## config.mk

```make
export PLATFORM = sky130hd
export DESIGN_NAME = ccd_readout_sequencer
export DESIGN_NICKNAME = d
export VERILOG_FILES = /design/src/rtl/ccd_readout_sequencer.sv
export SDC_FILE = /design/constraint.sdc
export NUM_CORES = 1
export LEC_CHECK = 0
export CAP_MARGIN = 15
export CORE_MARGIN = 4
export CORE_UTILIZATION = 55
export CTS_BUF_LIST = sky130_fd_sc_hd__clkbuf_16
export DETAILED_ROUTE_END_ITERATION = 12
export GPL_TIMING_DRIVEN = 0
export PLACE_DENSITY = 0.87
export REMOVE_ABC_BUFFERS = 1
export SLEW_MARGIN = 20
export SYNTH_ARGS = -nofsm -noshare
export SYNTH_HDL_FRONTEND = slang
export SYNTH_SLANG_ARGS = --single-unit
```

## constraint.sdc

```tcl
create_clock -name clk -period 5.6 [get_ports clk]
set_clock_uncertainty 0.15 [all_clocks]
set_input_delay 1.12 -clock clk [delete_from_list [all_inputs] [get_ports clk]]
set_output_delay 1.12 -clock clk [all_outputs]
set_load 0.01 [all_outputs]
```

## src/rtl/ccd_readout_sequencer.sv

```systemverilog
// CCD frame readout sequencer: vertical row transfer, horizontal pixel shift and
// a one-cycle sample strobe per pixel, with frame-completion pulse.
module ccd_readout_sequencer #(
    parameter int unsigned V_PHASE_CYCLES = 4,
    parameter int unsigned H_PHASE_CYCLES = 2
) (
    input  logic        clk,
    input  logic        rst,
    input  logic [15:0] width,
    input  logic [15:0] height,
    input  logic [3:0]  num_vertical_phases,
    input  logic [2:0]  num_horizontal_phases,
    input  logic        start_read,
    input  logic        abort,
    output logic [15:0] vertical_phases,
    output logic [7:0]  horizontal_phases,
    output logic        read_sample,
    output logic [15:0] pixel_x,
    output logic [15:0] pixel_y,
    output logic        busy,
    output logic        read_completed
);

    typedef enum logic [2:0] {S_IDLE, S_VSHIFT, S_HSHIFT, S_SAMPLE, S_DONE} state_t;

    localparam logic [15:0] V_LAST = 16'(V_PHASE_CYCLES - 1);
    localparam logic [15:0] H_LAST = 16'(H_PHASE_CYCLES - 1);

    state_t      state_q, state_d;
    logic [15:0] width_q, width_d, height_q, height_d;
    logic [3:0]  nv_q, nv_d, vphase_q, vphase_d;
    logic [2:0]  nh_q, nh_d, hphase_q, hphase_d;
    logic [15:0] dwell_q, dwell_d, col_q, col_d, row_q, row_d;

    logic [15:0] vertical_phases_q, vertical_phases_d;
    logic [7:0]  horizontal_phases_q, horizontal_phases_d;
    logic        read_sample_q, read_sample_d;
    logic [15:0] pixel_x_q, pixel_x_d, pixel_y_q, pixel_y_d;
    logic        busy_q, busy_d;
    logic        read_completed_q, read_completed_d;

    always_comb begin
        state_d  = state_q;
        width_d  = width_q;
        height_d = height_q;
        nv_d     = nv_q;
        nh_d     = nh_q;
        vphase_d = vphase_q;
        hphase_d = hphase_q;
        dwell_d  = dwell_q;
        col_d    = col_q;
        row_d    = row_q;

        unique case (state_q)
            S_IDLE: begin
                if (start_read) begin
                    width_d  = width;
                    height_d = height;
                    nv_d     = (num_vertical_phases == 4'd0) ? 4'd1 : num_vertical_phases;
                    nh_d     = (num_horizontal_phases == 3'd0) ? 3'd1 : num_horizontal_phases;
                    vphase_d = '0;
                    hphase_d = '0;
                    dwell_d  = '0;
                    col_d    = '0;
                    row_d    = '0;
                    state_d  = (width == 16'd0 || height == 16'd0) ? S_DONE : S_VSHIFT;
                end
            end
            S_VSHIFT: begin
                if (dwell_q == V_LAST) begin
                    dwell_d = '0;
                    if (vphase_q == nv_q - 4'd1) begin
                        vphase_d = '0;
                        hphase_d = '0;
                        col_d    = '0;
                        state_d  = S_HSHIFT;
                    end else begin
                        vphase_d = vphase_q + 4'd1;
                    end
                end else begin
                    dwell_d = dwell_q + 16'd1;
                end
            end
            S_HSHIFT: begin
                if (dwell_q == H_LAST) begin
                    dwell_d = '0;
                    if (hphase_q == nh_q - 3'd1) begin
                        hphase_d = '0;
                        state_d  = S_SAMPLE;
                    end else begin
                        hphase_d = hphase_q + 3'd1;
                    end
                end else begin
                    dwell_d = dwell_q + 16'd1;
                end
            end
            S_SAMPLE: begin
                // width/height are at least 1 here, so the -1 never wraps.
                if (col_q < width_q - 16'd1) begin
                    col_d    = col_q + 16'd1;
                    hphase_d = '0;
                    state_d  = S_HSHIFT;
                end else if (row_q < height_q - 16'd1) begin
                    row_d    = row_q + 16'd1;
                    col_d    = '0;
                    vphase_d = '0;
                    state_d  = S_VSHIFT;
                end else begin
                    state_d = S_DONE;
                end
            end
            S_DONE:  state_d = S_IDLE;
            default: state_d = S_IDLE;
        endcase

        if (abort && state_q != S_IDLE) begin
            state_d  = S_IDLE;
            vphase_d = '0;
            hphase_d = '0;
            dwell_d  = '0;
            col_d    = '0;
            row_d    = '0;
        end

        // Outputs are registered from the next state so they align with it.
        vertical_phases_d   = (state_d == S_VSHIFT) ? (16'd1 << vphase_d) : '0;
        horizontal_phases_d = (state_d == S_HSHIFT) ? (8'd1 << hphase_d) : '0;
        read_sample_d       = (state_d == S_SAMPLE);
        read_completed_d    = (state_d == S_DONE);
        busy_d              = (state_d != S_IDLE);
        pixel_x_d           = (state_d == S_SAMPLE) ? col_d : pixel_x_q;
        pixel_y_d           = (state_d == S_SAMPLE) ? row_d : pixel_y_q;
        if (abort && state_q != S_IDLE) begin
            pixel_x_d = '0;
            pixel_y_d = '0;
        end
    end

    always_ff @(posedge clk) begin
        if (rst) begin
            state_q             <= S_IDLE;
            width_q             <= '0;
            height_q            <= '0;
            nv_q                <= '0;
            nh_q                <= '0;
            vphase_q            <= '0;
            hphase_q            <= '0;
            dwell_q             <= '0;
            col_q               <= '0;
            row_q               <= '0;
            vertical_phases_q   <= '0;
            horizontal_phases_q <= '0;
            read_sample_q       <= 1'b0;
            pixel_x_q           <= '0;
            pixel_y_q           <= '0;
            busy_q              <= 1'b0;
            read_completed_q    <= 1'b0;
        end else begin
            state_q             <= state_d;
            width_q             <= width_d;
            height_q            <= height_d;
            nv_q                <= nv_d;
            nh_q                <= nh_d;
            vphase_q            <= vphase_d;
            hphase_q            <= hphase_d;
            dwell_q             <= dwell_d;
            col_q               <= col_d;
            row_q               <= row_d;
            vertical_phases_q   <= vertical_phases_d;
            horizontal_phases_q <= horizontal_phases_d;
            read_sample_q       <= read_sample_d;
            pixel_x_q           <= pixel_x_d;
            pixel_y_q           <= pixel_y_d;
            busy_q              <= busy_d;
            read_completed_q    <= read_completed_d;
        end
    end

    assign vertical_phases   = vertical_phases_q;
    assign horizontal_phases = horizontal_phases_q;
    assign read_sample       = read_sample_q;
    assign pixel_x           = pixel_x_q;
    assign pixel_y           = pixel_y_q;
    assign busy              = busy_q;
    assign read_completed    = read_completed_q;

endmodule

```

==> results of run 1 <==
worst register-to-register path, delay by kind of cell (launching register included):
family,cells,cell delay (ns)
fa+ha+maj,1,0.29
flops,1,0.34
compound gates,5,1.19
simple gates,8,2.89
xor+xnor,1,0.20
power by group:
group,internal (W),switching [W],leakage (nW)
sequential,0.00114,0.0000375,1.26
combinational,0.000211,0.000294,1.94
clock,0.000644,0.000445,0.266
state kept, by name, summed over array words and instances (netlist names), 8 cells and up:
register,cells
col_q,16
dwell_q,16
height_q,16
pixel_x,16
pixel_y,16
row_q,16
vertical_phases,16
width_q,16
horizontal_phases,8
stage by stage:
step | instances | instance area, µm² | utilization (%)
floorplan | 902 | 7510 | -
global placement | 1179 | 8740 | 65.0
detailed placement | 1186 | 8900 | 66.1
CTS | 1218 | 9460 | 70.3
global route | 1218 | 9460 | 70.3
finish | 1218 | 9460 | 70.3
final cells by class:
class	count	area, µm²
Multi-Input combinational cell	729	4360
Fill cell	1118	3990
Sequential cell	156	3120
Timing Repair Buffer	108	1140
Clock buffer	17	425
Tap cell	176	220
Clock inverter	15	133
Inverter	17	63.8
worst paths after layout:
| kind | end | cells after the start | start | slack, ns |
|---|---|---|---|---|
| max | vertical_phases[12]$_SDFF_PP0_ | 15 | width_q[3]$_SDFFE_PP0P_ | 0.44 |
| min | pixel_y[0]$_SDFFE_PP0P_ | 2 | pixel_y[0]$_SDFFE_PP0P_ | 0.31 |
| max reg2reg | vertical_phases[12]$_SDFF_PP0_ | 15 | width_q[3]$_SDFFE_PP0P_ | 0.44 |
| min reg2reg | pixel_y[0]$_SDFFE_PP0P_ | 2 | pixel_y[0]$_SDFFE_PP0P_ | 0.31 |
metal layers:
| metal | GRT usage (%) | routed length (µm) | vias to the layer above |
|---|---|---|---|
| met5 | 0 | 0 | - |
| met4 | 9.84 | 397 | 0 |
| met3 | 4.83 | 1150 | 40 |
| met2 | 40.0 | 9180 | 280 |
| met1 | 30.2 | 8310 | 3300 |
| li1 | - | - | 3553 |
Yosys cell counts, types with 6 or more instances:
| master | number |
|---|---|
| nand4_1 | 15 |
| nand3_1 | 31 |
| nand2_1 | 144 |
| and2_1 | 10 |
| a311oi_1 | 14 |
| nor4_1 | 21 |
| ha_1 | 40 |
| nand2b_1 | 6 |
| clkbuf_1 | 40 |
| a31oi_1 | 14 |
| dfxtp_1 | 156 |
| xor2_1 | 14 |
| or4_1 | 7 |
| nor3_2 | 7 |
| o21ai_0 | 34 |
| inv_1 | 16 |
| o21ai_1 | 12 |
| and3_1 | 13 |
| nor2b_1 | 6 |
| a21oi_1 | 86 |
| nor3_1 | 46 |
| nor2_1 | 101 |
| a211oi_1 | 8 |
| xnor2_1 | 35 |
cells by family after synthesis:
logic type	share of synthesized area, %
AOI/OAI and AO/OA	16.1
and+or+nand+nor	27.5
adders and majority gates	6.52
xor gates and xnor gates	6.21
DFF	40.7
buffers and inverters	3.06
==> reports/metrics.csv, run 1 <==
stage,metric,value,unit
status,outcome,completed,
job,max-cap viol count,0,
floorplan,core area,0.0135,mm²
synthesis,main area contributors after synthesis,"dfxtp_1, nand2_1, ha_1",
pwr,leakage,3.47,nW
clock_network,Root Buffer,clkbuf_16,
detailed_routing,DRC viols,0,
timing,unrepaired setup endpoints after global routing,no,
detailed_routing,vias per cell,5.89,
synthesis,main flop type after synthesis,dfxtp_1,
synthesis,leading area contributor after synthesis,dfxtp_1,
timing,Final WS setup,0.440,ns
timing,WHS,0.308,ns
clock_network,TritonCTS clock tree,yes,
clock_network,H-tree depth,4,
timing,setup TNS,0,ns
worst_setup_path,max incr delay on CP,0.61,ns
synthesis,top-area cell type share of the netlist area,40.7,%
final_layout,Antenna diodes,0,
placed_design,HPWL after DPL,13500,µm
timing,fin. max-slew vios,0,
synthesis,Synth Cell Area,0.00768,mm²
synthesis,post-synthesis sequential area ratio,40.7,%
detailed_routing,drt pass-1 iters,8,
worst_setup_path,Worst Path Buf+Inv,0,
worst_setup_path,Crit Path Class,reg2reg,
grt,largest net degree at the start of global routing,41,
detailed_routing,WL final,19000,µm
clock_network,clock tree buffer depth,2,
detailed_routing,Antenna Violating Nets Remaining,0,
grt,global route overflow,0,
worst_setup_path,crit end category,register,
grt,vias in the first global route,6660,
clock_network,Clock Sinks,156,
synthesis,"flops & latches, synth",156,
floorplan,Initial Util,57.1,%
synthesis,Avg Inst Size Synth,8.13,µm²
floorplan,Die Y,126,µm
synthesis,Post-Syn Instances,945,
timing,Final Setup Violations,0,
clock_network,CTS Hold Buffers Added,0,
detailed_routing,Routed WL per cell,15.6,µm
final_layout,Area Overhead vs Synth,23.3,%
timing,f_max,194,MHz
final_layout,layout cell share with drive strength beyond 1,6.24,%
pwr,Worst VDD drop,0.195,mV
timing,Final Hold Viols,0,
timing,Final Cycle Share,92.1,%
worst_setup_path,Worst EP arrival,5.36,ns
grt,first-pass GRT wire length,31600,µm
placed_design,Placer Congestion,0.918,
floorplan,row count,42,
floorplan,# IOs,102,
worst_setup_path,slowest CP cell,or4_4,
clock_network,CTS Buf Count,17,
placed_design,Buffers on Ports,101,
min_path,Worst Hold Class,reg2reg,
floorplan,Die X-Extent,126,µm
clock_network,total setup buffers inserted after CTS,0,
timing,max_slew headroom,33.5,%
clock_network,clk_lat worst skew,0.42,ns
timing,Worst-Margin Slew,0.992,ns
worst_setup_path,required arrival time at the worst endpoint,5.79,ns
worst_setup_path,"delay-heaviest family, CP",simple AND/OR/NAND/NOR gates,
worst_setup_path,critical path peak fanout,16,
placed_design,dpl ws,0.152,ns
final_layout,final net count,1112,
grt,antenna violations before repair,0,
pwr,Total Power,0.00278,W
detailed_routing,initial drt markers,822,
synthesis,"EDFF count, synth",0,
clock_network,Resized Gates After CTS,1,
timing,crit path time final,5.16,ns
final_layout,"most common cell after layout, fill and taps aside",dfxtp_1,
worst_setup_path,Setup crit start kind,register,
final_layout,most frequent cells in the layout,"dfxtp_1, nand2_1, clkdlybuf4s50_1",
worst_setup_path,worst-path cell chain,or4_1 -> nor4_1 -> nand3_1 -> or2_1 -> nor4_1 -> xnor2_1 -> ha_1 -> a21oi_1 -> o21ai_0 -> a21oi_1 -> and2_2 -> o21ai_2 -> a31o_1 -> or4_4 -> nor3_2,
synthesis,Yosys cell types,69,
synthesis,Synth warnings,0,
synthesis,asr flop ratio synth,0,%
pwr,power per cell area,293,mW/mm²
grt,overall routing resource usage,23.9,%
detailed_routing,Vias,7173,
floorplan,full die area,0.0159,mm²
clock_network,clock slew at reported path FFs,0.06,ns
(Power assumes the default switching activity.)
==> inputs of run 2 (changes only) <==
--- a/config.mk
+++ b/config.mk
@@ -12,7 +12,6 @@
 export DETAILED_ROUTE_END_ITERATION = 12
 export GPL_TIMING_DRIVEN = 0
 export PLACE_DENSITY = 0.87
-export REMOVE_ABC_BUFFERS = 1
 export SLEW_MARGIN = 20
 export SYNTH_ARGS = -nofsm -noshare
 export SYNTH_HDL_FRONTEND = slang
==> reports/metrics.csv, run 2 (synthesis gave the netlist of run 1 again) <==
stage,metric,value,unit,change
status,outcome,completed,,unchanged
final_layout,Antenna diodes,0,,unchanged
detailed_routing,drt pass-1 iters,5,,was 8
grt,largest net degree at the start of global routing,17,,was 41
placed_design,Buffers on Ports,101,,unchanged
clock_network,H-tree depth,4,,unchanged
timing,fin. max-slew vios,0,,unchanged
clock_network,total setup buffers inserted after CTS,0,,unchanged
worst_setup_path,Crit Path Class,reg2reg,,unchanged
job,max-cap viol count,0,,unchanged
detailed_routing,Vias,7462,,was 7173
timing,f_max,193,MHz,was 194 MHz
floorplan,Initial Util,57.1,%,unchanged
pwr,Worst VDD drop,0.189,mV,was 0.195 mV
timing,unrepaired setup endpoints after global routing,no,,unchanged
detailed_routing,DRC viols,0,,unchanged
synthesis,Synth Net Count,1028,,
detailed_routing,WL final,21000,µm,was 19000 µm
clock_network,CTS Hold Buffers Added,0,,unchanged
worst_setup_path,required arrival time at the worst endpoint,5.81,ns,was 5.79 ns
worst_setup_path,critical path peak fanout,8,,was 16
timing,setup TNS,0,ns,unchanged
floorplan,Die X-Extent,126,µm,unchanged
clock_network,Root Buffer,clkbuf_16,,unchanged
floorplan,row count,42,,unchanged
final_layout,most frequent cells in the layout,"dfxtp_1, nand2_1, nor2_1, clkdlybuf4s50_1, a21oi_1",,"was dfxtp_1, nand2_1, clkdlybuf4s50_1"
detailed_routing,initial drt markers,822,,unchanged
floorplan,core area,0.0135,mm²,unchanged
min_path,Worst Hold Class,reg2reg,,unchanged
worst_setup_path,Worst Path Buf+Inv,1,,was 0
timing,Final WS setup,0.430,ns,was 0.440 ns
detailed_routing,vias per cell,5.96,,was 5.89
placed_design,placed cells,1222,,was 1186
worst_setup_path,worst-path cell chain,or4_1 -> nor4_1 -> nand3_1 -> or2_1 -> nor4_1 -> xnor2_1 -> ha_1 -> nand4_1 -> nor2_1 -> o21ai_1 -> and2_1 -> nor3_1 -> o31ai_1 -> or4_1 -> clkbuf_1 -> nor3b_1,,was or4_1 -> nor4_1 -> nand3_1 -> or2_1 -> nor4_1 -> xnor2_1 -> ha_1 -> a21oi_1 -> o21ai_0 -> a21oi_1 -> and2_2 -> o21ai_2 -> a31o_1 -> or4_4 -> nor3_2
grt,vias in the first global route,7094,,was 6660
pwr,leakage,3.50,nW,was 3.47 nW
worst_setup_path,max incr delay on CP,0.61,ns,about the same
detailed_routing,Routed WL per cell,16.8,µm,was 15.6 µm
grt,first-pass GRT wire length,34800,µm,was 31600 µm
timing,Final Setup Violations,0,,unchanged
floorplan,# IOs,102,,unchanged
clock_network,CTS Buf Count,17,,unchanged
worst_setup_path,crit end category,register,,unchanged
floorplan,Die Y,126,µm,unchanged
timing,Worst-Margin Slew,0.855,ns,was 0.992 ns
clock_network,clock slew at reported path FFs,0.06,ns,about the same
timing,WHS,0.300,ns,was 0.308 ns
pwr,Total Power,0.00286,W,was 0.00278 W
timing,max_slew headroom,42.7,%,was 33.5%
clock_network,clock tree buffer depth,2,,unchanged
worst_setup_path,Worst EP arrival,5.38,ns,was 5.36 ns
grt,global route overflow,0,,unchanged
grt,overall routing resource usage,26.6,%,was 23.9%
pwr,power per cell area,301,mW/mm²,was 293 mW/mm²
final_layout,final net count,1148,,was 1112
grt,antenna violations before repair,0,,unchanged
placed_design,HPWL after DPL,15400,µm,was 13500 µm
clock_network,Resized Gates After CTS,0,,was 1
timing,crit path time final,5.17,ns,was 5.16 ns
clock_network,clk_lat worst skew,0.43,ns,was 0.42 ns
timing,Final Cycle Share,92.3,%,was 92.1%
worst_setup_path,Setup crit start kind,register,,unchanged
worst_setup_path,slowest CP cell,or4_1,,was or4_4
final_layout,Area Overhead vs Synth,23.7,%,was 23.3%
worst_setup_path,"delay-heaviest family, CP",simple AND/OR/NAND/NOR gates,,unchanged
placed_design,Placer Congestion,0.985,,was 0.918
final_layout,Final Non-Filler Cells,1252,,was 1218
placed_design,dpl ws,0.745,ns,was 0.152 ns
clock_network,Clock Sinks,156,,unchanged
worst_setup_path,r2r setup slk,0.43,ns,was 0.44 ns
clock_network,TritonCTS clock tree,yes,,unchanged
detailed_routing,Antenna Violating Nets Remaining,0,,unchanged
final_layout,"most common cell after layout, fill and taps aside",dfxtp_1,,unchanged
floorplan,full die area,0.0159,mm²,unchanged
timing,Final Hold Viols,0,,unchanged
final_layout,layout cell share with drive strength beyond 1,4.46,%,was 6.24%
run 2: changes by cell type in the layout (fill, tap and decap cells not counted), sizes merged:
cell,previous run,this run
clkinv,8,5
bufinv,2,4
clkinvlp,4,0
clkbuf,17,57
clkdlybuf4s50,100,101
inv,18,21
buf,8,3
run 2: path summary, 6_finish.rpt:
| path | endpoint | from | depth (start not counted) |
|---|---|---|---|
| worst max-delay path | vertical_phases[0]$_SDFF_PP0_ | width_q[3]$_SDFFE_PP0P_ | 16 |
| worst min-delay path | pixel_y[0]$_SDFFE_PP0P_ | pixel_y[0]$_SDFFE_PP0P_ | 2 |
| worst max register to register | vertical_phases[0]$_SDFF_PP0_ | width_q[3]$_SDFFE_PP0P_ | 16 |
| worst min register to register | pixel_y[0]$_SDFFE_PP0P_ | pixel_y[0]$_SDFFE_PP0P_ | 2 |
run 2: area by class of cell:
type / count / area [µm²]
Multi-Input combinational cell: 729 / 4330
Fill cell: 1071 / 3950
Timing Repair Buffer: 101 / 1010
Buffer: 43 / 171
Clock inverter: 13 / 161
Sequential cell: 156 / 3120
Tap cell: 176 / 220
Clock buffer: 17 / 425
Inverter: 17 / 63.8
run 2: report_power, final:
group	internal [W]	total, W	switching, W
sequential	0.00114	0.00118	0.0000370
combinational	0.000202	0.000515	0.000313
clock	0.000728	0.00116	0.000432
run 2: through the flow:
stage,cell area [µm²],util (%)
floorplan,7680,-
global placement,8910,66.2
detailed placement,8910,66.2
CTS,9500,70.6
global route,9500,70.6
finish,9500,70.6
run 2: layer usage:
metal	track usage (%)	vias to the layer above	wire length, µm
met5	0	-	0
met4	10.9	0	580
met3	6.05	57	1700
met2	43.1	351	9680
met1	34.3	3440	9050
li1	-	3614	-
run 2: worst min-delay path, stage by stage (launching register included):
cell     delay (ns)
dfxtp_1        0.31
nand2_1        0.05
a21oi_1        0.05
==> inputs of run 3 (changes only) <==
--- a/config.mk
+++ b/config.mk
@@ -11,8 +11,8 @@
 export CTS_BUF_LIST = sky130_fd_sc_hd__clkbuf_16
 export DETAILED_ROUTE_END_ITERATION = 12
 export GPL_TIMING_DRIVEN = 0
-export PLACE_DENSITY = 0.87
-export SLEW_MARGIN = 20
+export PLACE_DENSITY_LB_ADDON = 0.3
+export REMOVE_ABC_BUFFERS = 1
 export SYNTH_ARGS = -nofsm -noshare
 export SYNTH_HDL_FRONTEND = slang
 export SYNTH_SLANG_ARGS = --single-unit
==> reports/metrics.csv, run 3 (synthesis gave the netlist of run 1 again) <==
stage,metric,value,unit,change
timing,Final Cycle Share,91.6,%,was 92.3%
detailed_routing,drt pass-1 iters,5,,unchanged
detailed_routing,Antenna Violating Nets Remaining,0,,unchanged
pwr,power per cell area,300,mW/mm²,was 301 mW/mm²
worst_setup_path,worst-path cell chain,or4_1 -> nor4_1 -> nand3_1 -> or2_1 -> nor4_1 -> xnor2_1 -> ha_1 -> a21oi_1 -> o21ai_0 -> a21oi_1 -> and2_1 -> o21ai_2 -> a31o_1 -> or4_4 -> nor3_2,,was or4_1 -> nor4_1 -> nand3_1 -> or2_1 -> nor4_1 -> xnor2_1 -> ha_1 -> nand4_1 -> nor2_1 -> o21ai_1 -> and2_1 -> nor3_1 -> o31ai_1 -> or4_1 -> clkbuf_1 -> nor3b_1
floorplan,full die area,0.0159,mm²,unchanged
min_path,hold depth,2,,unchanged
pwr,leakage,3.45,nW,was 3.50 nW
min_path,Worst Hold Class,reg2reg,,unchanged
min_path,Hold Path End,pixel_y[0]$_SDFFE_PP0P_,,unchanged
pwr,Total Power,0.00282,W,was 0.00286 W
floorplan,Initial Util,57.1,%,unchanged
job,max-cap viol count,0,,unchanged
floorplan,Die X-Extent,126,µm,unchanged
timing,Final Setup Violations,0,,unchanged
timing,unrepaired setup endpoints after global routing,no,,unchanged
pwr,P_int,0.00206,W,was 0.00207 W
placed_design,Placer Congestion,0.876,,was 0.985
pwr,Sw Share,26.9,%,was 27.4%
grt,largest net degree at the start of global routing,48,,was 17
placed_design,Placed Area,0.00880,mm²,was 0.00891 mm²
worst_setup_path,critical path peak fanout,16,,was 8
timing,Final Hold Viols,0,,unchanged
floorplan,row count,42,,unchanged
detailed_routing,vias per cell,5.89,,was 5.96
final_layout,post-route cell area,0.00940,mm²,was 0.00950 mm²
clock_network,total setup buffers inserted after CTS,0,,unchanged
timing,f_max,195,MHz,was 193 MHz
timing,crit path time final,5.13,ns,was 5.17 ns
detailed_routing,DRC viols,0,,unchanged
final_layout,Area Overhead vs Synth,22.5,%,was 23.7%
final_layout,"most common cell after layout, fill and taps aside",dfxtp_1,,unchanged
final_layout,final net count,1108,,was 1148
final_layout,FF+latch area,0.00312,mm²,unchanged
detailed_routing,Routed WL per cell,16.1,µm,was 16.8 µm
placed_design,HPWL after DPL,13600,µm,was 15400 µm
clock_network,CTS Hold Buffers Added,0,,unchanged
worst_setup_path,slowest CP cell,or4_4,,was or4_1
detailed_routing,WL final,19500,µm,was 21000 µm
final_layout,# fillers,1106,,was 1071
final_layout,"Core Util, Final",69.9,%,was 70.6%
placed_design,Buffers on Ports,101,,unchanged
worst_setup_path,Crit Path Class,reg2reg,,unchanged
worst_setup_path,Critical R2R Capture,vertical_phases[14]$_SDFF_PP0_,,was vertical_phases[0]$_SDFF_PP0_
clock_network,clock tree buffer depth,2,,unchanged
timing,max_slew headroom,29.6,%,was 42.7%
worst_setup_path,crit end category,register,,unchanged
clock_network,clk_lat worst skew,0.43,ns,about the same
grt,first-pass GRT wire length,31800,µm,was 34800 µm
pwr,Logic pwr share,17.1,%,was 18.0%
floorplan,# IOs,102,,unchanged
worst_setup_path,Reg2Reg Launch Point,width_q[3]$_SDFFE_PP0P_,,unchanged
worst_setup_path,Worst EP arrival,5.32,ns,was 5.38 ns
final_layout,Antenna diodes,0,,unchanged
clock_network,H-tree depth,4,,unchanged
grt,overall routing resource usage,24.1,%,was 26.6%
clock_network,clock slew at reported path FFs,0.06,ns,about the same
worst_setup_path,Setup crit start kind,register,,unchanged
final_layout,layout cell share with drive strength beyond 1,5.31,%,was 4.46%
min_path,Hold Path Origin,pixel_y[0]$_SDFFE_PP0P_,,unchanged
worst_setup_path,max incr delay on CP,0.62,ns,was 0.61 ns
worst_setup_path,Worst Path Buf+Inv,0,,was 1
clock_network,TritonCTS clock tree,yes,,unchanged
worst_setup_path,required arrival time at the worst endpoint,5.79,ns,was 5.81 ns
final_layout,most frequent cells in the layout,"dfxtp_1, nand2_1, clkdlybuf4s50_1",,"was dfxtp_1, nand2_1, nor2_1, clkdlybuf4s50_1, a21oi_1"
final_layout,multi-input logic area,0.00435,mm²,was 0.00433 mm²
pwr,Sequential Power Share,41.9,%,was 41.4%
timing,Worst-Margin Slew,1.05,ns,was 0.855 ns
clock_network,Clock Sinks,156,,unchanged
pwr,clock power share,41.0,%,was 40.6%
grt,antenna violations before repair,0,,unchanged
worst_setup_path,r2r setup slk,0.47,ns,was 0.43 ns
floorplan,Die Y,126,µm,unchanged
clock_network,CTS Buf Count,17,,unchanged
grt,vias in the first global route,6623,,was 7094
floorplan,core area,0.0135,mm²,unchanged
worst_setup_path,"delay-heaviest family, CP",simple AND/OR/NAND/NOR gates,,unchanged
detailed_routing,Vias,7139,,was 7462
status,outcome,completed,,unchanged
worst_setup_path,reg2reg path depth,15,,was 16
pwr,P_sw,0.000758,W,was 0.000782 W
clock_network,Root Buffer,clkbuf_16,,unchanged
grt,global route overflow,0,,unchanged
timing,fin. max-slew vios,0,,unchanged
detailed_routing,initial drt markers,670,,was 822
pwr,Worst VDD drop,0.251,mV,was 0.189 mV
[run 3: layer usage]
| metal | share of wire (%) | wire, µm | track usage (%) | vias to the layer above |
|---|---|---|---|---|
| li1 | - | - | - | 3527 |
| met1 | 44 | 8530 | 31.4 | 3312 |
| met2 | 47 | 9240 | 39.7 | 267 |
| met3 | 7.1 | 1390 | 6.31 | 33 |
| met4 | 1.6 | 319 | 6.88 | 0 |
| met5 | 0 | 0 | 0 | - |
[run 3: worst max path at each step]
| stage | slack (ns) | cells after the start | startpoint | endpoint |
|---|---|---|---|---|
| 2_1_floorplan | 1.13 | 15 | width_q[3]$_SDFFE_PP0P_ | vertical_phases[12]$_SDFF_PP0_ |
| 3_5_place_dp | 0.12 | 15 | width_q[3]$_SDFFE_PP0P_ | vertical_phases[8]$_SDFF_PP0_ |
| 5_1_grt | 0.15 | 15 | width_q[3]$_SDFFE_PP0P_ | vertical_phases[12]$_SDFF_PP0_ |
| 3_3_place_gp | -0.43 | 4 | rst | dwell_q[1]$_SDFFE_PP0P_ |
| 4_1_cts | 0.37 | 15 | width_q[3]$_SDFFE_PP0P_ | vertical_phases[8]$_SDFF_PP0_ |
| 6_report | 0.47 | 15 | width_q[3]$_SDFFE_PP0P_ | vertical_phases[14]$_SDFF_PP0_ |
[run 3: power by group through the flow]
stage                     registers [W]  clock network, W  logic, W
final                           0.00118           0.00116  0.000481
after detailed placement        0.00121                 0  0.000477
after floorplan                 0.00120                 0  0.000334
after global placement          0.00120                 0  0.000461
after global routing            0.00119           0.00121  0.000540
after CTS                       0.00118           0.00117  0.000480
[run 3: worst register-to-register path, stage by stage (launching register included)]
cell,delay (ns)
dfxtp_1,0.35
or4_1,0.61
nor4_1,0.28
nand3_1,0.16
or2_1,0.27
nor4_1,0.27
xnor2_1,0.17
ha_1,0.26
a21oi_1,0.14
o21ai_0,0.11
a21oi_1,0.25
and2_1,0.51
o21ai_2,0.34
a31o_1,0.34
or4_4,0.62
nor3_2,0.21
[run 3: cell type report]
type	count	share of cell area, %
multi-input combinational	729	46.3
clock inverter	13	1.69
tap	176	2.34
timing repair buffer	104	11.3
sequential	156	33.2
inverter	17	0.679
clock buffer	17	4.52
[run 3: repair_timing]
action                     in CTS  in global routing
resized for setup               1                  1
setup endpoints to repair       1                  5
pin swaps                       0                  0
[run 3: per-stage QoR]
| step | instances | TNS, ns | setup slack (ns) | hold slack [ns] |
|---|---|---|---|---|
| after floorplan | 902 | 0 | 1.13 | 0.280 |
| after global placement | 1179 | -4.01 | -0.435 | 0.289 |
| after detailed placement | 1181 | 0 | 0.117 | 0.296 |
| after CTS | 1211 | 0 | 0.371 | 0.304 |
| after global routing | 1212 | 0 | 0.152 | 0.332 |
| final | 1212 | 0 | 0.472 | 0.301 |
==> edit 1, RTL diff (config.mk and constraints of run 3) <==
Make the reset (`rst`) asynchronous in one clocked block.
--- a/src/rtl/ccd_readout_sequencer.sv
+++ b/src/rtl/ccd_readout_sequencer.sv
@@ -136,7 +136,7 @@
         end
     end
 
-    always_ff @(posedge clk) begin
+    always_ff @(posedge clk or posedge rst) begin
         if (rst) begin
             state_q             <= S_IDLE;
             width_q             <= '0;
Function: differs if rst is asserted again (counterexample within 4 cycles, from zero or initial values and one cycle with rst high); with rst held inactive, the same outputs for 10 cycles.
==> edit 1 against run 3 <==
- sequential cell count unchanged
- worst hold slack better by 0.052 ns
- cell area is 10% higher
- area after synthesis grew 13%
- final cell count increased by 4.8%
- routed wire length is 7.1% higher
- critical endpoint is now pixel_y[1]$_DFFE_PP0P_
- maximum frequency increased by 7.6%
- worst setup slack improved by 0.36 ns
Power is not compared: it rests on default switching activity, and its combinational part moved more than twofold at a synthesized area within 25%.
==> edit 1: results (changes against run 3) <==
status -> complete, no violations
worst hold path depth -> 2 (unchanged)
reg2reg setup slack -> 0.83 ns (+0.36 ns)
reg2reg start -> height_q[5]$_DFFE_PP0P_
Hold Slack -> 0.3535 ns (+0.05248 ns)
Resized Gates After CTS -> 0 (-1)
vias in the first global route -> 7226 (+9.1%)
Critical Path Fanout Max -> 38 (+22)
top cells by area, synth -> dfrtp_1, nand2_1, ha_1, nor2_1, nand3_1
DR iter-0 viols -> 669 (-0.15%)
post-synthesis async set-or-reset flop share -> 100.0% (+100 points)
worst hold path endpoint -> pixel_y[15]$_DFFE_PP0P_
post-DP HPWL -> 14750 um (+8.2%)
synth cell count leaders -> nand2_1, dfrtp_1, nor2_1
Placed Area -> 9799 um2 (+11%)
Total Nets Final -> 1131 (+2.1%)
post-synthesis xor/xnor area fraction -> 5.310% (-0.90 points)
Worst R2R End -> pixel_y[1]$_DFFE_PP0P_
routed wire length -> 20850 um (+7.1%)
slowest stage cell, crit path -> nor4_1
post-synthesis mux area share -> 0.3762% (+0.38 points)
worst slew pin tran -> 1.205 ns (+0.1549 ns)
Post-Synth Adder-Cell Area -> 5.787% (-0.73 points)
delay of the slowest critical-path stage -> 0.68 ns (+0.06 ns)
min-delay src -> pixel_y[15]$_DFFE_PP0P_
library cells used by synthesis -> 76 (+10%)
worst r2r path cells -> 14 (-1)
largest net degree at the start of global routing -> 87 (+81%)
compound-cell area share of the yosys netlist -> 14.42% (-1.6 points)
register area share after synthesis -> 45.14% (+4.5 points)
Worst-path clk slew -> 0.06 ns (about the same)
first-pass GRT wire length -> 34630 um (+8.9%)
layout cells sized above 1 -> 5.477% (+0.17 points)
-- edit 1: cell count changes after synthesis, moves of 9 or more --
cell             run 3  this run
dfrtp_1              0       156
dfxtp_1            156         0
a21oi_1             86        45
nand3_1             31        58
o21ai_0             34        58
clkbuf_1            40        18
nand2_1            144       166
a311oi_1            14         1
nor3_1              46        33
inv_1               16        25
o21ai_1             12         3
-- edit 1: critical path, delay by kind of cell (launching register included) --
kind                     cells  cell delay, ns
AO/OA/AOI/OAI                4            1.05
adder cells (fa/ha/maj)      1            0.32
XOR/XNOR                     1            0.12
buffers and inverters        1            0.21
AND/OR/NAND/NOR              7            2.37
flip-flops                   1            0.41
-- edit 1: area by class of cell --
class	count	area share (%)
timing repair buffer	104	10.36
sequential	156	37.68
clock buffer	17	4.106
inverter	26	1.014
clock inverter	13	1.304
multi-input combinational	743	42.98
tap	211	2.548
-- edit 1: metrics by stage --
stage / util, % / TNS, ns / std cells / setup WS [ns]
final: 67.65 / 0 / 1270 / 0.8336
after global routing: 67.65 / 0 / 1270 / 0.5136
after global placement: 63.42 / -300.70 / 1237 / -1.918
after CTS: 67.65 / 0 / 1270 / 0.9411
after floorplan: - / 0 / 925 / 0.1235
after detailed placement: 63.99 / 0 / 1240 / 0.8476
-- edit 1: layer usage --
layer | track usage, % | up-vias | share of wire, %
met5 | 0 | - | 0
met4 | 7.829 | 0 | 1.7
met3 | 5.287 | 34 | 5.6
met2 | 39.50 | 232 | 49
met1 | 31.41 | 3553 | 44
li1 | - | 3608 | -
-- edit 1: power by group --
group / switching [W] / total, W / internal (W)
logic: 0.000835 / 0.00139 / 0.000553
registers: 0.000211 / 0.00153 / 0.00132
clock network: 0.000443 / 0.00113 / 0.000682
total: 0.00149 / 0.00404 / 0.00256
==> edit 2, RTL diff (flow settings as in run 3) <==
Without the edit above. Encoding of `state_t`: now one-hot (5 bits for 5 states).
--- a/src/rtl/ccd_readout_sequencer.sv
+++ b/src/rtl/ccd_readout_sequencer.sv
@@ -21,7 +21,7 @@
     output logic        read_completed
 );
 
-    typedef enum logic [2:0] {S_IDLE, S_VSHIFT, S_HSHIFT, S_SAMPLE, S_DONE} state_t;
+    typedef enum logic [4:0] {S_IDLE = 5'b00001, S_VSHIFT = 5'b00010, S_HSHIFT = 5'b00100, S_SAMPLE = 5'b01000, S_DONE = 5'b10000} state_t;
 
     localparam logic [15:0] V_LAST = 16'(V_PHASE_CYCLES - 1);
     localparam logic [15:0] H_LAST = 16'(H_PHASE_CYCLES - 1);
Behaviour: no difference found for any inputs over 10 cycles, from zero or initial values and one cycle with rst high; not proved beyond that.
==> edit 2 against run 3 <==
- global-route usage rose by 0.27 points
- sequential cell count rose by 2
- count of clock-buffer cells in the layout did not move
- routed wire length rose by 3.2%
- total power rose by 2.4%
- maximum frequency rose by 5.8%
- area after synthesis rose by 4.5%
- worst setup slack improved by 0.28 ns
- cell area rose by 3.5%
- synthesized cell count rose by 4.2%
- largest cell class unchanged
- largest power group unchanged
==> edit 2: results (changes against run 3) <==
post-place setup slack -> 0.7475 ns (+0.6301 ns)
DR iter-0 viols -> 719 (+7.3%)
post-synthesis mux area share -> 0.5302% (+0.53 points)
first-pass GRT wire length -> 32690 um (+2.8%)
reg2reg start -> width_q[2]$_SDFFE_PP0P_
Arrival @ worst endpoint -> 5.05 ns (-0.27 ns)
post-synthesis xor/xnor area fraction -> 5.738% (-0.47 points)
RePlAce Congestion -> 0.8658 (-1.1%)
maximum vdd drop -> 0.0002263 V (-9.7%)
DRT Pass-1 Iters -> 9 (+4)
Worst R2R End -> vertical_phases[9]$_SDFF_PP0_
routed wire length -> 20090 um (+3.2%)
worst slew pin tran -> 1.030 ns (-0.01988 ns)
Total Nets Final -> 1142 (+3.1%)
worst hold path endpoint -> pixel_y[9]$_SDFFE_PP0P_
compound-cell area share of the yosys netlist -> 17.18% (+1.1 points)
register area share after synthesis -> 39.42% (-1.3 points)
Cells after DPL -> 1220 (+3.3%)
post-DP HPWL -> 13890 um (+1.9%)
largest net degree at the start of global routing -> 45 (-6.3%)
Resized Gates After CTS -> 0 (-1)
drt wl/cell -> 16.06 um (about the same)
vias in the first global route -> 6746 (+1.9%)
min-delay src -> pixel_y[9]$_SDFFE_PP0P_
cells after synthesis -> 985 (+4.2%)
status -> complete, no violations
layout cells sized above 1 -> 6.069% (+0.76 points)
vias per std cell -> 5.904 (+0.23%)
Post-Synth Adder-Cell Area -> 6.237% (-0.28 points)
Critical Path Fanout Max -> 13 (-3)
Leak Pwr -> 3.602 nW (+4.4%)
worst hold path depth -> 2 (unchanged)
GRT Total Usage -> 24.39% (+0.27 points)
top cells by area, synth -> dfxtp_1, nand2_1, ha_1, a21oi_1, nor2_1
library cells used by synthesis -> 70 (+1.4%)
worst hold path class -> reg2reg
Hold Slack -> 0.3009 ns (-0.0001700 ns)
delay of the slowest critical-path stage -> 0.51 ns (-0.11 ns)
Placed Area -> 9126 um2 (+3.7%)
-- edit 2: power groups by stage --
stage | Sequential (W) | Combinational, W | Clock [W]
4_1_cts | 0.00120 | 0.000503 | 0.00120
6_report | 0.00120 | 0.000502 | 0.00119
3_5_place_dp | 0.00122 | 0.000495 | 0
5_1_grt | 0.00120 | 0.000562 | 0.00125
3_3_place_gp | 0.00122 | 0.000481 | 0
2_1_floorplan | 0.00121 | 0.000356 | 0
-- edit 2: tightest hold or removal path, stage by stage, from the launching register on --
cell	delay (ns)
dfxtp_1	0.31
nand2_1	0.05
a21oi_1	0.05
-- edit 2: metal layers --
layer  vias to the layer above  global-route usage, %  part of all wire [%]
li1                       3660                      -                     -
met1                      3436                  31.37                    44
met2                       244                  40.27                    48
met3                        46                  5.687                   5.9
met4                         0                  8.462                   2.3
met5                         -                      0                     0
-- edit 2: cell type report --
class / count / area, um2
Multi-Input combinational cell: 761 / 4606
Fill cell: 1151 / 4368
Sequential cell: 158 / 3163
Timing Repair Buffer: 106 / 1076
Clock buffer: 17 / 425.4
Tap cell: 180 / 225.2
Clock inverter: 14 / 176.4
Inverter: 15 / 56.30
-- edit 2: how the worst max path moves through the flow --
stage / startpoint / end / slack [ns]
finish: width_q[2]$_SDFFE_PP0P_ / vertical_phases[9]$_SDFF_PP0_ / 0.75
global route: width_q[2]$_SDFFE_PP0P_ / vertical_phases[9]$_SDFF_PP0_ / 0.32
CTS: width_q[2]$_SDFFE_PP0P_ / vertical_phases[9]$_SDFF_PP0_ / 0.73
detailed placement: width_q[2]$_SDFFE_PP0P_ / vertical_phases[9]$_SDFF_PP0_ / 0.75
global placement: rst / dwell_q[14]$_SDFFE_PP0P_ / -0.05
floorplan: width_q[2]$_SDFFE_PP0P_ / row_q[12]$_SDFF_PP0_ / 1.50
